--- config.mk ---
export PLATFORM = sky130hd
export DESIGN_NAME = rf_wb_arbiter
export DESIGN_NICKNAME = d
export VERILOG_FILES = /design/src/rtl/rf_wb_arbiter.sv
export SDC_FILE = /design/constraint.sdc
export NUM_CORES = 1
export LEC_CHECK = 0
export CAP_MARGIN = 15
export CELL_PAD_IN_SITES_DETAIL_PLACEMENT = 1
export CELL_PAD_IN_SITES_GLOBAL_PLACEMENT = 2
export CORE_MARGIN = 2
export CORE_UTILIZATION = 33
export DETAILED_ROUTE_END_ITERATION = 12
export PLACE_DENSITY = 0.86
export SYNTH_ARGS = -nofsm -noshare
export SYNTH_HDL_FRONTEND = slang
export SYNTH_SLANG_ARGS = --single-unit
--- constraint.sdc ---
create_clock -name clk -period 7.7 [get_ports clk]
set_input_delay 0.77 -clock clk [delete_from_list [all_inputs] [get_ports clk]]
set_output_delay 0.77 -clock clk [all_outputs]
set_load 0.1 [all_outputs]
--- src/rtl/rf_wb_arbiter.sv ---
// Register-file write-port controller: round-robin arbitration of ALU / load / mult-div
// writebacks onto one registered write port, plus a per-register pending-write scoreboard.
module rf_wb_arbiter #(
    parameter int DW = 32,
    parameter int AW = 5
) (
    input  logic          clk,
    input  logic          rst_n,
    input  logic          alu_valid,
    input  logic [AW-1:0] alu_addr,
    input  logic [DW-1:0] alu_data,
    output logic          alu_ready,
    input  logic          ld_valid,
    input  logic [AW-1:0] ld_addr,
    input  logic [DW-1:0] ld_data,
    output logic          ld_ready,
    input  logic          md_valid,
    input  logic [AW-1:0] md_addr,
    input  logic [DW-1:0] md_data,
    output logic          md_ready,
    input  logic          iss_valid,
    input  logic [AW-1:0] iss_addr,
    input  logic [AW-1:0] chk_addr1,
    input  logic [AW-1:0] chk_addr2,
    output logic          chk_busy1,
    output logic          chk_busy2,
    output logic          rf_we,
    output logic [AW-1:0] rf_waddr,
    output logic [DW-1:0] rf_wdata,
    output logic          sb_err
);
    localparam int NREG = 1 << AW;

    // Handshake: a source transfers in the cycle where its valid and ready are both high;
    // ready is asserted only for the single valid source chosen by the round-robin pointer.
    logic [1:0]    ptr;
    logic [2:0]    valid_vec;
    logic [2:0]    gnt;
    logic [1:0]    win;
    logic          xfer;
    logic [AW-1:0] wb_addr;
    logic [DW-1:0] wb_data;
    logic          wb_en;
    logic          iss_en;
    logic [1:0]    cnt [NREG];

    assign valid_vec = {md_valid, ld_valid, alu_valid};

    always_comb begin
        gnt = '0;
        win = 2'd0;
        for (int k = 0; k < 3; k++) begin
            if (gnt == 3'b000 && valid_vec[(int'(ptr) + k) % 3]) begin
                gnt[(int'(ptr) + k) % 3] = 1'b1;
                win = 2'((int'(ptr) + k) % 3);
            end
        end
    end

    assign xfer      = |gnt;
    assign alu_ready = gnt[0] & rst_n;
    assign ld_ready  = gnt[1] & rst_n;
    assign md_ready  = gnt[2] & rst_n;

    always_comb begin
        wb_addr = alu_addr;
        wb_data = alu_data;
        case (win)
            2'd1:    begin wb_addr = ld_addr; wb_data = ld_data; end
            2'd2:    begin wb_addr = md_addr; wb_data = md_data; end
            default: begin wb_addr = alu_addr; wb_data = alu_data; end
        endcase
    end

    assign wb_en  = xfer && (wb_addr != '0);
    assign iss_en = iss_valid && (iss_addr != '0);

    always_ff @(posedge clk or negedge rst_n) begin
        if (!rst_n) begin
            ptr      <= 2'd0;
            rf_we    <= 1'b0;
            rf_waddr <= '0;
            rf_wdata <= '0;
        end else begin
            rf_we <= wb_en;
            if (xfer) ptr <= (win == 2'd2) ? 2'd0 : win + 2'd1;
            if (wb_en) begin
                rf_waddr <= wb_addr;
                rf_wdata <= wb_data;
            end
        end
    end

    // Register 0 keeps its reset value forever, so it always reads as not busy.
    always_ff @(posedge clk or negedge rst_n) begin
        if (!rst_n) begin
            for (int i = 0; i < NREG; i++) cnt[i] <= 2'd0;
            sb_err <= 1'b0;
        end else begin
            for (int i = 1; i < NREG; i++) begin
                if ((iss_en && iss_addr == AW'(i)) && !(wb_en && wb_addr == AW'(i))) begin
                    if (cnt[i] == 2'd3) sb_err <= 1'b1;
                    else                cnt[i] <= cnt[i] + 2'd1;
                end else if ((wb_en && wb_addr == AW'(i)) && !(iss_en && iss_addr == AW'(i))) begin
                    if (cnt[i] == 2'd0) sb_err <= 1'b1;
                    else                cnt[i] <= cnt[i] - 2'd1;
                end
            end
        end
    end

    assign chk_busy1 = (chk_addr1 != '0) && (cnt[chk_addr1] != 2'd0);
    assign chk_busy2 = (chk_addr2 != '0) && (cnt[chk_addr2] != 2'd0);

endmodule

## Yosys cells after proc, flatten, opt, wreduce, memory -nomap -nowiden

Index checks and enable logic that the tools add are counted.
Widths: inputs -> output; s select.

| word-level totals | value |
|---|---|
| word-level logic and storage cells | 851 |
| memories kept | 0 |
| input port bits | 132 |
| output and inout port bits | 44 |
| flip-flop bits (word level) | 103 |
| memory bits (writable) | 0 |
| bits in latches | 0 |
| ROM bits | 0 |

| operators by class | value |
|---|---|
| div/mod/pow operators | 3 |
| eq/ne operators | 157 |
| shift-type cells | 0 |
| $add $sub $neg | 65 |
| multipliers | 0 |
| magnitude comparators | 8 |
| reductions and logical operators | 297 |
| bitwise gates (word level) | 7 |
| multiplexer cells | 278 |

Operators by type and width:

| operator | count |
|---|---|
| $mux 2 | 132 |
| $eq 5x5->1 const B | 32 |
| $logic_and 1x1->1 | 133 |
| $mux 1 | 133 |
| $ne 2x2->1 const B | 62 |
| $ge 32x1->1 const B | 3 |
| $lt 32x4->1 const B | 3 |
| $reduce_and 3->1 | 31 |
| $eq 5x4->1 const B | 16 |
| $reduce_bool 2->1 | 33 |
| $add 2x1->2 const B | 32 |
| $eq 2x2->1 const B | 32 |
| $mod 32x3->32 const B | 2 |
| $pmux 32 s2 | 1 |
| $logic_not 1->1 | 62 |
| $logic_not 2->1 | 31 |
| $sub 2x1->2 const B | 31 |
| $eq 5x3->1 const B | 8 |
| $mod 3x3->32 const B | 1 |
| $bmux 2 s5 | 2 |
| $eq 5x2->1 const B | 4 |
| $reduce_bool 5->1 | 4 |
| $ge 6x6->1 const B | 2 |
| $not 5->6 | 2 |
| other kinds (12) | 23 |

## Logic depth before layout (Yosys ltp)

| logic depth | value |
|---|---|
| depth after elaboration | 110 |
| depth in mapped cells | 23 |
| mapped depth without buffers | 19 |

## Worst setup path before layout

Ideal clock, no wire load.

| timing | value |
|---|---|
| kind | register to register |
| from | register ptr[0] |
| to | register sb_err |
| setup time | 0.129 ns |
| path slack | 3.049 ns |
| stages on the path, launching flop included | 21 |
| arrival time | 4.522 ns |
| data required time | 7.571 ns |
| path buffers | 3 |
| period minus slack after synthesis | 4.651 ns |
| cell sequence | dfrtp_1 -> inv_1 -> ha_1 -> buf_6 -> nand3b_2 -> o22ai_1 -> a22oi_1 -> and3_1 -> a221oi_1 -> ha_1 -> buf_2 -> buf_2 -> a21o_1 -> a311oi_1 -> nand2_1 -> ha_1 -> and3_1 -> a31oi_1 -> nand4_1 -> nor4_1 -> nand2_1 |

| on the way | value |
|---|---|
| word-level cells in the longest chain between the ends | 110 |
| elaborated cells on any way between the ends | 324 |
| classes of those cells | 2 x add/sub; 3 x div; 6 x order compare; 33 x eq/ne; 144 x mux; 2 x bitwise; 134 x reduce/logical |

RTL lines:

| item | line | source |
|---|---|---|
| from (decl) | 36 | `logic [1:0] ptr;` |
| from (signal assigned) | 86 | `if (xfer) ptr <= (win == 2'd2) ? 2'd0 : win + 2'd1;` |
| branches (longest 109 deep; another with $mod 32x3->32) | - |  |
| $mux 1 (*) | 101 | `if ((iss_en && iss_addr == AW'(i)) && !(wb_en && wb_addr == AW'(i))) begin` |
| to (signal assigned) | 98 | `sb_err <= 1'b0;` |
| to (signal assigned) | 102 | `if (cnt[i] == 2'd3) sb_err <= 1'b1;` |
| to (signal assigned) | 105 | `if (cnt[i] == 2'd0) sb_err <= 1'b1;` |
| to (decl) | 30 | `output logic sb_err` |

Mark *: on every way between the ends. The select of a mux whose other input is x is not followed.
A chain may end at the register's enable or synchronous reset.

## Worst setup path after layout

Ends and elaborated chain as after synthesis.

==> reports/metrics.yaml <==
syn_inst: 1006
synth_cell_type_count: 56
wl_per_cell_microns: 21.4
wl_met1_microns: 14000
rsz0062_at_grt: "no"
tightest_slew_ps: 1100
pin_count: 176
fin_crit_sh_pct: 81.4
clk-insertion-delay-late_ps: 370
report.final.slew_viol_count: 0
synth-seq-area-share_pct: 30.5
clkTransAtPathRegs_ps: 80
tns_ps: 0
drt_iter0_drc: 480
fin_crit_ps: 6270
vdd.ir_drop.worst_uv: 293
die_w_microns: 164
clk_path_buf_depth: 2
timing.critical_path.slowest_cell_delay_ps: 940
synthMostInstantiatedCell: "nor2_1"
yosysTopAreaCell: "dfrtp_1"
synth_edf_count: 0
cp-end-kind: "flop"
yosysWarnings: 2
path_class: "reg -> reg"
relSlewSlack_pct: 25.8
ys_ff_latch: 103
antenna_found_initial: 0
dp_slack_ps: 1150
whs_ps: 422
crit_path_start: "ptr[0]"
status: "complete, no violations"
vias: 8443
timing.hold.worst.class: "in -> async"
num_rows: 58
coreArea_sq_mm: 0.0252
path_max_fanout: 47
finalSetupViolCount: 0
vias_per_cell: 5.65
met2_length_microns: 15200
htree_levels: 3
synth_common_cells: "128 x nor2_1, 113 x nand2_1, 103 x dfrtp_1, 83 x o21ai_0, 73 x a21oi_1"
start_util_pct: 33.5
gp_congestion: 0.927
ant_nets: 0
grt-ovfl-total: 0
cts-hold-fix-buffers: 0
syn_nets: 1208
setup_slack_ps: 1430
nets: 1362
powerDensity_mw_per_mm2: 500
cp-start-kind: "flop"
die_area_sq_mm: 0.0269
drv_cap: 0
maxClockFrequency_mhz: 160
grt_pass1_vias: 8620
synthFlopType: "dfrtp_1"
synth.area.top_cells: "dfrtp_1 31%, ha_1 10%, nor2_1 5.7%"
routed-wl-met3_microns: 1990
drt_pass1_iterations: 5
crit_slowest_cell: "nor4b_1"
post_cts_buffers: 0
cts_resized: 0
cts_sinks: 103
drc: 0
cts_tree: "done"
cts_root_buffer: "clkbuf_16"
area_delta_synth_final_pct: 28.0
grt_first_pass_wirelength_microns: 49200
required_ps: 8010
async_reset_ff_share_pct: 100
grt_max_degree: 63
synthesis.area_sq_mm: 0.00844
dieHeight_microns: 164
hold_viol_final: 0
arrival_ps: 6580
portBuffers: 175
path_cells: "inv_1 > ha_1 > nand3b_2 > o22ai_1 > a22oi_1 > and3_1 > a221oi_1 > ha_2 > buf_4 > a21oi_1 > a311oi_1 > buf_4 > nand2_1 > ha_1 > nor4b_1 > a31oi_1 > nand4_1 > nor4_1 > nand2_1"
diodes: 0
top_layer_used: "met4"
drt_wl_total_microns: 32000
grt_usage_pct: 23.8
drive_gt1_share_pct: 7.47
rr_startpoint: "ptr[0]"
clock_skew_ps: 8.25
synthDominantCellAreaShare_pct: 30.5
cts_buffers: 9
syn_avg_cell_area_sq_um: 8.39
p_leak_uw: 0.00469
dp_hpwl_microns: 25000
## cells by family (layout without fill, tap and decap cells)
logic type,after synthesis,in the layout,synth area share [%]
multiplexers,64,64,10.3
AO/OA/AOI/OAI,306,306,22.9
flip-flops,103,103,30.5
buffers and inverters,93,252,4.76
adder cells (fa/ha/maj),72,72,10.6
AND/OR/NAND/NOR,368,368,20.9
## metrics by stage
step | instances | instance area [sq um] | utilization (%) | power, uW
6_report | 1495 | 10800 | 42.9 | 5400
5_1_grt | 1495 | 10800 | 42.9 | 5700
4_1_cts | 1495 | 10800 | 42.9 | 5410
3_5_place_dp | 1479 | 10500 | 41.7 | 4880
3_3_place_gp | 1479 | 10500 | 41.7 | 4820
2_1_floorplan | 1006 | 8440 | - | 3780
## placed cells by master (no fill, tap or decap), types with 2 or more instances in the layout
| master | netlist | routed |
|---|---|---|
| dfrtp_1 | 103 | 103 |
| and2_1 | 5 | 5 |
| inv_8 | 0 | 2 |
| nand3_1 | 3 | 3 |
| mux2_4 | 14 | 14 |
| a21boi_0 | 8 | 8 |
| o21bai_1 | 15 | 15 |
| nor3_1 | 22 | 21 |
| a21o_1 | 6 | 6 |
| and3_1 | 5 | 5 |
| clkdlybuf4s50_1 | 0 | 174 |
| nand2b_1 | 6 | 6 |
| maj3_1 | 2 | 2 |
| clkinv_4 | 0 | 2 |
| nor4b_1 | 28 | 28 |
| mux4_2 | 10 | 10 |
| a21oi_1 | 73 | 73 |
| o22ai_1 | 8 | 8 |
| ha_1 | 70 | 69 |
| inv_1 | 51 | 51 |
| buf_4 | 1 | 11 |
| nand4_1 | 8 | 8 |
| a32oi_1 | 5 | 4 |
| o311ai_2 | 3 | 3 |
| nor2b_1 | 30 | 30 |
| a211oi_1 | 11 | 11 |
| clkbuf_16 | 0 | 9 |
| o21ai_0 | 83 | 83 |
| a311oi_1 | 4 | 4 |
| a31oi_1 | 23 | 23 |
| mux2_2 | 23 | 23 |
| mux2i_1 | 16 | 16 |
| a22oi_1 | 39 | 39 |
| nand2_1 | 113 | 113 |
| nand3b_1 | 4 | 4 |
| or3_1 | 6 | 6 |
| o211a_1 | 2 | 2 |
| nor2_1 | 128 | 128 |
| o31ai_1 | 14 | 14 |
| nor4_1 | 7 | 7 |
## worst max-delay path: cells and delay by family (launching register included)
| kind | cells | cell delay, ps |
|---|---|---|
| simple gates | 7 | 1850 |
| fa+ha+maj | 3 | 1570 |
| compound gates | 6 | 1530 |
| buf+inv | 3 | 850 |
| flops | 1 | 400 |
## registers in the layout, summed over array words and instances, names as in the netlist
signal	count
cnt	62
ptr	2
rf_waddr	5
rf_wdata	32
rf_we	1
sb_err	1
## layout make-up
type                    count  area, sq um
clock buffers              10          229
repair buffers            185         1820
well taps                 330          413
fillers                  2978        14400
inverters                  51          191
clock inverters             6         77.6
multi-input cells         810         5490
flip-flops and latches    103         2580
## final timing paths
check,end,slack [ps],depth (start not counted)
max in group asynchronous,cnt[33],5890,2
min in group clk,rf_wdata[9],510,1
worst max-delay path,sb_err,1430,19
worst max register to register,sb_err,1430,19
worst min-delay path,cnt[28],420,1
worst min register to register,rf_wdata[9],510,1
## where the power goes
group,total (uW),switching (uW),internal (uW)
logic,4040,2680,1360
registers,851,132,718
clock network,503,244,259
total,5400,3060,2340
## layer usage
metal	up-vias	track usage, %
li1	3958	-
met1	4158	30.2
met2	274	41.3
met3	53	4.12
met4	0	7.10
met5	-	0
(Power assumes the default switching activity.)
